--- src/rtl/counter_stim_driver_pkg.sv ---
// Shared types and default sizing for the counter stimulus driver.
package counter_stim_driver_pkg;

    localparam int DEF_WIDTH       = 8;
    localparam int DEF_HALF_PERIOD = 4;
    localparam int DEF_SETTLE      = 4;

    typedef enum logic [2:0] {
        ST_IDLE,
        ST_LOAD_HI,
        ST_LOAD_LO,
        ST_STEP_HI,
        ST_STEP_LO,
        ST_SETTLE,
        ST_CHECK
    } state_t;

endpackage

--- src/rtl/counter_stim_driver_phase_timer.sv ---
// Loadable down-counter: expire is high in the last cycle of a phase of 'len' cycles.
module counter_stim_driver_phase_timer #(
    parameter int TW = 3
) (
    input  logic          clk,
    input  logic          rst,
    input  logic          start,
    input  logic [TW-1:0] len,
    output logic          expire
);

    logic [TW-1:0] cnt;
    logic          active;

    // start wins over expiry so phases chain back-to-back without a gap cycle
    always_ff @(posedge clk or posedge rst) begin
        if (rst) begin
            cnt    <= '0;
            active <= 1'b0;
        end else if (start) begin
            cnt    <= len - TW'(1);
            active <= 1'b1;
        end else if (active) begin
            if (cnt == '0)
                active <= 1'b0;
            else
                cnt <= cnt - TW'(1);
        end
    end

    assign expire = active && (cnt == '0);

endmodule

--- src/rtl/counter_stim_driver.sv ---
// Command-driven sequencer: loads the counter, clocks it 'steps' times, reads it back
// and flags a mismatch against the arithmetically expected value.
module counter_stim_driver
    import counter_stim_driver_pkg::*;
#(
    parameter int WIDTH       = DEF_WIDTH,
    parameter int HALF_PERIOD = DEF_HALF_PERIOD,
    parameter int SETTLE      = DEF_SETTLE
) (
    input  logic             clk,
    input  logic             rst,
    input  logic             cmd_valid,
    output logic             cmd_ready,
    input  logic [WIDTH-1:0] cmd_load_val,
    input  logic [WIDTH-1:0] cmd_steps,
    input  logic             cmd_up,
    output logic             cnt_enable,
    output logic             cnt_clk,
    output logic             cnt_load,
    output logic             cnt_up_down,
    output logic [WIDTH-1:0] cnt_data,
    input  logic [WIDTH-1:0] cnt_q,
    output logic             busy,
    output logic             done,
    output logic [WIDTH-1:0] result,
    output logic             mismatch
);

    localparam int TMAX = (HALF_PERIOD > SETTLE) ? HALF_PERIOD : SETTLE;
    localparam int TW   = $clog2(TMAX + 1);
    localparam logic [TW-1:0] HP_LEN  = TW'(HALF_PERIOD);
    localparam logic [TW-1:0] SET_LEN = TW'(SETTLE);

    function automatic logic [WIDTH-1:0] wrap_expected(input logic [WIDTH-1:0] base,
                                                       input logic [WIDTH-1:0] steps,
                                                       input logic up);
        return up ? (base + steps) : (base - steps);
    endfunction

    state_t           state;
    logic [WIDTH-1:0] rem;
    logic [WIDTH-1:0] expected_q;
    logic             accept;
    logic             to_settle;
    logic             tmr_start;
    logic             tmr_expire;
    logic [TW-1:0]    tmr_len;

    assign accept    = (state == ST_IDLE) && cmd_valid && cmd_ready;
    assign to_settle = (rem == '0) && ((state == ST_LOAD_LO) || (state == ST_STEP_LO));
    assign tmr_len   = to_settle ? SET_LEN : HP_LEN;
    assign tmr_start = accept ||
                       (tmr_expire && (state inside {ST_LOAD_HI, ST_LOAD_LO, ST_STEP_HI, ST_STEP_LO}));

    counter_stim_driver_phase_timer #(.TW(TW)) u_timer (
        .clk    (clk),
        .rst    (rst),
        .start  (tmr_start),
        .len    (tmr_len),
        .expire (tmr_expire)
    );

    // Reference value is pure data: captured on accept, never needs a reset value
    always_ff @(posedge clk) begin
        if (accept)
            expected_q <= wrap_expected(cmd_load_val, cmd_steps, cmd_up);
    end

    always_ff @(posedge clk or posedge rst) begin
        if (rst) begin
            state       <= ST_IDLE;
            cmd_ready   <= 1'b1;
            busy        <= 1'b0;
            done        <= 1'b0;
            cnt_enable  <= 1'b0;
            cnt_clk     <= 1'b0;
            cnt_load    <= 1'b0;
            cnt_up_down <= 1'b0;
            cnt_data    <= '0;
            result      <= '0;
            mismatch    <= 1'b0;
            rem         <= '0;
        end else begin
            done <= 1'b0;
            case (state)
                ST_IDLE: if (accept) begin
                    state       <= ST_LOAD_HI;
                    cmd_ready   <= 1'b0;
                    busy        <= 1'b1;
                    cnt_enable  <= 1'b1;
                    cnt_clk     <= 1'b1;
                    cnt_load    <= 1'b1;
                    cnt_up_down <= cmd_up;
                    cnt_data    <= cmd_load_val;
                    rem         <= cmd_steps;
                end
                ST_LOAD_HI: if (tmr_expire) begin
                    state   <= ST_LOAD_LO;
                    cnt_clk <= 1'b0;
                end
                ST_LOAD_LO: if (tmr_expire) begin
                    cnt_load <= 1'b0;
                    if (rem != '0) begin
                        state   <= ST_STEP_HI;
                        cnt_clk <= 1'b1;
                    end else begin
                        state <= ST_SETTLE;
                    end
                end
                // rem counts pulses still owed after the current one
                ST_STEP_HI: if (tmr_expire) begin
                    state   <= ST_STEP_LO;
                    cnt_clk <= 1'b0;
                    rem     <= rem - WIDTH'(1);
                end
                ST_STEP_LO: if (tmr_expire) begin
                    if (rem != '0) begin
                        state   <= ST_STEP_HI;
                        cnt_clk <= 1'b1;
                    end else begin
                        state <= ST_SETTLE;
                    end
                end
                // result is captured on entry so it is valid alongside done in CHECK
                ST_SETTLE: if (tmr_expire) begin
                    state    <= ST_CHECK;
                    done     <= 1'b1;
                    result   <= cnt_q;
                    mismatch <= (cnt_q != expected_q);
                end
                ST_CHECK: begin
                    state       <= ST_IDLE;
                    cmd_ready   <= 1'b1;
                    busy        <= 1'b0;
                    cnt_enable  <= 1'b0;
                    cnt_up_down <= 1'b0;
                    cnt_data    <= '0;
                end
                default: state <= ST_IDLE;
            endcase
        end
    end

endmodule

--- config.mk ---
export PLATFORM = sky130hd
export DESIGN_NAME = counter_stim_driver
export DESIGN_NICKNAME = d
export VERILOG_FILES = /design/src/rtl/counter_stim_driver_pkg.sv /design/src/rtl/counter_stim_driver_phase_timer.sv /design/src/rtl/counter_stim_driver.sv
export SDC_FILE = /design/constraint.sdc
export NUM_CORES = 1
export LEC_CHECK = 0
export CORE_MARGIN = 4
export CORE_UTILIZATION = 52
export CTS_CLUSTER_DIAMETER = 200
export DETAILED_ROUTE_END_ITERATION = 16
export GPL_TIMING_DRIVEN = 0
export PLACE_DENSITY_LB_ADDON = 0.2
export SLEW_MARGIN = 20
export SYNTH_ARGS = -nofsm -noshare
export SYNTH_HDL_FRONTEND = slang
export SYNTH_HIERARCHICAL = 1
export SYNTH_SLANG_ARGS = --single-unit
--- constraint.sdc ---
create_clock -name clk -period 3.35 [get_ports clk]
set_clock_uncertainty 0.1 [all_clocks]
set_input_delay 0.67 -clock clk [delete_from_list [all_inputs] [get_ports clk]]
set_output_delay 0.67 -clock clk [all_outputs]
set_load 0.005 [all_outputs]
==> flow_summary.yaml, run 1 <==
clocking:
  cts.sink_count: 46
  cts.clk_slew.worst_paths_ns: 0.09
  cts-htree-levels: 2
  cts_tree: "built"
  clock-root-buffer: "clkbuf_8"
  cts_made_buffers: 5
  clkLatencyLatePin_ns: 0.29
  clockBufferDepth: 2
floorplanning:
  io_pins: 52
  fp.dieArea_um2: 6340
  coreArea_um2: 4850
  die_w_um: 79.6
  chipHeight_um: 79.6
  start_util_pct: 55.0
  row_count: 25
sta:
  hold_slack_ns: 0.411
  fmax_ghz: 0.315
  relSlewSlack_pct: 51.2
  rsz0062_at_grt: "no"
  finalHoldViolCount: 0
  worst_pin_slew_ns: 0.731
  finalMaxSlewViolations: 0
  min_period_ns: 3.18
  setup_viol: 0
  post-route-period-util_pct: 94.9
grt:
  grt_util_met3_pct: 4.97
  grt-ovfl-total: 0
  met1_usage_pct: 23.9
  grt_pass1_wl_mm: 9.60
  grt_pass1_vias: 2119
  grt_max_degree: 35
  track_usage_pct: 19.4
  antenna_found_initial: 0
  busiest_layer: "met2"
  met2_usage_pct: 33.1
final_layout:
  nets: 370
  layout-drive-gt1-share_pct: 11.2
  antennaDiodeCount: 0
  layout_commonest_cell: "clkdlybuf4s50_1"
  area_growth_pct: 25.6
  final_cell_mix: "50 x clkdlybuf4s50_1, 37 x dfrtp_1, 25 x nand2_1"
placed_design:
  hpwl_mm: 4.52
  port_buffers: 50
  gp_congestion: 0.839
route:
  initialDrtViolationCount: 123
  ant_nets: 0
  vias: 2185
  wl_per_cell_um: 14.6
  wl_mm: 5.83
  drc_errors: 0
  drtPass1Iterations: 4
  via_per_inst: 5.49
min_path:
  hold_class: "flop to flop"
power:
  power_mw: 2.08
  peakVddDrop_uv: 277
  leakage_nw: 1.39
  power_density_nw_per_um2: 622
yosys:
  synth_top_area_cell: "dfrtp_1"
  ys_seq_area_share_pct: 44.7
  yosysWarnings: 6
  synth_edf_count: 8
  synth.distinct_cells: 56
  syn_area_um2: 2670
  ys_ff_latch: 46
  async_flop_share_pct: 82.6
  ys.flop_type: "dfrtp_1"
  synthCells: 271
  synthTopCellsByArea: "dfrtp_1 35%, edfxtp_1 9.0%, xnor2_1 5.6%, ha_1 5.2%, a21oi_1 4.1%"
  synth_top_area_share_pct: 34.7
  syn_area_per_cell_um2: 9.84
critical_path:
  path_class: "input port to flop"
  cp.required_ns: 3.34
  end_kind: "flop"
  start_kind: "input port"
  crit_arrival_ns: 3.17
  critPathMaxFanout: 3
outcome:
  status: "completed"
flow_run:
  maxCapViolations: 0
[worst max-delay path, stage by stage]
cell             delay [ns]
clkdlybuf4s50_1        0.54
inv_1                  0.10
ha_1                   0.29
mux2_2                 0.30
fa_1                   0.44
a21o_1                 0.17
a21oi_1                0.26
nor2b_1                0.08
o311ai_0               0.32
[cells in the mapped netlist (all sizes together), types with 4 or more instances]
library cell,count
dfrtp,37
nand2,25
a21oi,23
inv,18
nor2,17
xnor2,17
o21ai,13
ha,11
mux2,10
buf,9
edfxtp,8
a31oi,7
nand3,7
nor3,7
a22oi,4
xor2,4
[timing repair]
item	in CTS	in global routing
gates resized for setup	0	2
setup buffers	0	0
setup endpoints to repair	0	1
hold buffers	0	0
[path summary, 6_finish.rpt]
kind / start / to / slack (ns) / cells past startpoint
worst min-delay path: result[3] / result[3] / 0.41 / 1
worst max-delay path: cmd_steps[0] / expected_q[6] / 0.17 / 9
worst min register to register: result[3] / result[3] / 0.41 / 1
max in group asynchronous: rst / state[0] / 1.94 / 2
min in group asynchronous: rst / u_timer/cnt[1] / 0.50 / 2
worst max register to register: state[0] / u_timer/cnt[2] / 0.46 / 11
[logic make-up after synthesis]
logic type | after synthesis | synth area share, %
flip-flops | 46 | 44.7
adder cells (fa/ha/maj) | 12 | 5.91
buffers and inverters | 30 | 5.07
other | 2 | 0.282
multiplexers | 13 | 5.35
XOR/XNOR | 21 | 6.90
AND/OR/NAND/NOR | 77 | 14.6
AO/OA/AOI/OAI | 70 | 17.2
[cell type report]
type                       instances  area, um2
clock buffer                       5       68.8
clock inverter                     3       21.3
sequential                        46       1190
timing repair buffer              50        500
tap                               67       83.8
inverter                          18       67.6
multi-input combinational        197       1350
buffer                            12       68.8
fill                             395       1500
[registers in the layout (all words and copies together) (netlist names)]
register / cells
mismatch: 1
rem: 8
cnt_clk: 1
expected_q: 8
state: 3
cnt_data: 8
u_timer/cnt: 3
result: 8
u_timer/active: 1
busy: 1
cnt_load: 1
cmd_ready: 1
cnt_up_down: 1
done: 1
[where the power goes]
part	switching, mW	internal [mW]	leakage [nW]
Combinational	0.351	0.483	0.796
Sequential	0.149	0.763	0.547
Clock	0.191	0.147	0.0441
[through the flow]
stage / worst slack [ns] / instances / instance area (um2) / TNS, ns / util, %
floorplan: 0.651 / 273 / 2670 / 0 / -
global placement: -0.0787 / 390 / 3260 / -0.211 / 67.2
detailed placement: -0.137 / 390 / 3260 / -0.332 / 67.2
CTS: 0.181 / 398 / 3350 / 0 / 69.1
global route: 0.0758 / 398 / 3350 / 0 / 69.1
finish: 0.172 / 398 / 3350 / 0 / 69.1
[per-layer routing]
metal  vias up  wire, um
met4         0        68
li1       1073         -
met2        64      2850
met3         9       373
met1      1039      2530
met5         -         0
Note: power is estimated with default switching activity, not from simulation.
==> run 2, diff against run 1 <==
CORE_MARGIN = 5   (was 4)
CORE_UTILIZATION = 56   (was 52)
clock period = 3.8 ns   (was 3.35 ns; I/O delays follow)
==> run 2 against run 1 <==
Net effect:
- utilization grew 2.8 points
- worst hold slack got worse by 0.022 ns
- register-to-register slack improved by 0.21 ns
- highest routed layer unchanged
- clock power is 8.9% higher
- largest power group unchanged
- cell count decreased by 3.3%
- count of clock-buffer cells in the layout is 1 higher
==> flow_summary.yaml, run 2 (same netlist as run 1, synthesis figures left out) <==
outcome:
  status: "completed"
critical_path:
  regToRegStartpoint: "state[0]"
  cp.required_ns: 3.93
  cpPeakStageDelay_ns: 0.47
  crit_chain: "clkdlybuf4s50_1 > nand3_1 > clkbuf_1 > a22oi_1 > clkbuf_1 > mux2i_1 > ha_1 > nand2_1 > or3_1 > a22oi_2"
  cp_common_cell: "clkbuf_1"
  end_kind: "flop"
  critical-path-top-delay-family: "buffers and inverters"
  critPathBufInv: 3
  critPathMaxFanout: 10
  path_class: "input port to flop"
  start_kind: "input port"
  slowest_stage: "clkdlybuf4s50_1"
  crit_start: "cmd_valid"
  crit_arrival_ns: 3.43
final_layout:
  nets: 370
  final_cell_mix: "50 x clkdlybuf4s50_1, 37 x dfrtp_1, 25 x nand2_1"
  layout-drive-gt1-share_pct: 10.6
  antennaDiodeCount: 0
  fill_cells: 350
  layout_commonest_cell: "clkdlybuf4s50_1"
  area_growth_pct: 25.7
  stdcell_area_um2: 3350
clocking:
  cts_setup_buffers: 0
  clockBufferDepth: 2
  cts.clk_slew.worst_paths_ns: 0.09
  clkLatencyLatePin_ns: 0.30
  cts-htree-levels: 2
  cts_tree: "built"
  cts_resized: 0
  clock-root-buffer: "clkbuf_8"
  cts_made_buffers: 5
  ctsHoldBuffers: 0
  cts.sink_count: 46
sta:
  relSlewSlack_pct: 51.3
  worst_pin_slew_ns: 0.729
  final.setup.tns_ns: 0
  finalMaxSlewViolations: 0
  fmax_ghz: 0.303
  min_period_ns: 3.31
  finalHoldViolCount: 0
  rsz0062_at_grt: "no"
  post-route-period-util_pct: 87.0
  setup_viol: 0
power:
  power_density_nw_per_um2: 567
  peakVddDrop_uv: 350
  leakage_nw: 1.40
route:
  vias: 2205
  initialDrtViolationCount: 126
  drc_errors: 0
  via_per_inst: 5.73
  drtPass1Iterations: 4
  wl_mm: 5.96
  ant_nets: 0
  wl_per_cell_um: 15.5
grt:
  grt-ovfl-total: 0
  grt_pass1_vias: 2068
  grt_pass1_wl_mm: 9.69
  track_usage_pct: 19.6
  grt_max_degree: 35
  antenna_found_initial: 0
floorplanning:
  io_pins: 52
  start_util_pct: 57.2
  fp.dieArea_um2: 6240
  row_count: 25
  die_w_um: 79
  chipHeight_um: 79
  coreArea_um2: 4660
min_path:
  hold_class: "flop to flop"
  min-delay-start: "mismatch"
placed_design:
  port_buffers: 50
  hpwl_mm: 4.46
  place_area_um2: 3240
  gp_congestion: 0.881
flow_run:
  maxCapViolations: 0
[run 2: cell types whose count changed in the layout (fill, tap and decap cells not counted), sizes merged]
cell      before  now
clkinv         2    0
bufinv         0    1
clkbuf         8    9
clkinvlp       1    0
inv           18   19
[run 2: final cells by class]
class	instances	area (um2)	share of cell area, %
plain buffers	12	67.6	2.02
clock buffers	6	72.6	2.17
multi-input cells	197	1350	40.2
inverters	18	67.6	2.02
repair buffers	50	500	14.9
clock inverters	2	36.3	1.08
flip-flops and latches	46	1190	35.6
well taps	54	67.6	2.02
[run 2: worst paths after layout]
check / end / slack [ns] / cells after the start
min reg2reg: mismatch / 0.39 / 2
max reg2reg: u_timer/cnt[2] / 0.67 / 11
max: u_timer/cnt[2] / 0.49 / 10
min: mismatch / 0.39 / 2
min in group asynchronous: u_timer/active / 0.58 / 2
max in group asynchronous: rem[3] / 2.31 / 2
[run 2: worst min-delay path: cells and delay by family (launching register included)]
family | cells | cell delay [ns]
DFF | 1 | 0.35
AOI/OAI and AO/OA | 1 | 0.06
and+or+nand+nor | 1 | 0.05
[run 2: metal layers]
metal	vias to the layer above	GRT usage (%)	wire (um)
li1	1084	-	-
met1	1040	26.6	2660
met2	72	31.1	2820
met3	9	4.42	385
met4	0	6.53	93
met5	-	0	0
[run 2: through the flow]
step	power, mW	hold WS (ns)	utilization [%]	cells	setup WS (ns)
after global placement	1.51	0.365	69.6	377	0.232
after detailed placement	1.54	0.377	69.6	377	0.187
after global routing	2.02	0.431	71.9	385	0.343
final	1.90	0.389	71.9	385	0.494
after floorplan	1.20	0.373	-	273	1.01
after CTS	1.90	0.396	71.9	385	0.501
[run 2: power breakdown]
| group | internal, mW | total, mW | switching [mW] |
|---|---|---|---|
| logic | 0.426 | 0.732 | 0.306 |
| clock network | 0.197 | 0.368 | 0.171 |
| registers | 0.672 | 0.800 | 0.127 |
| total | 1.29 | 1.90 | 0.605 |
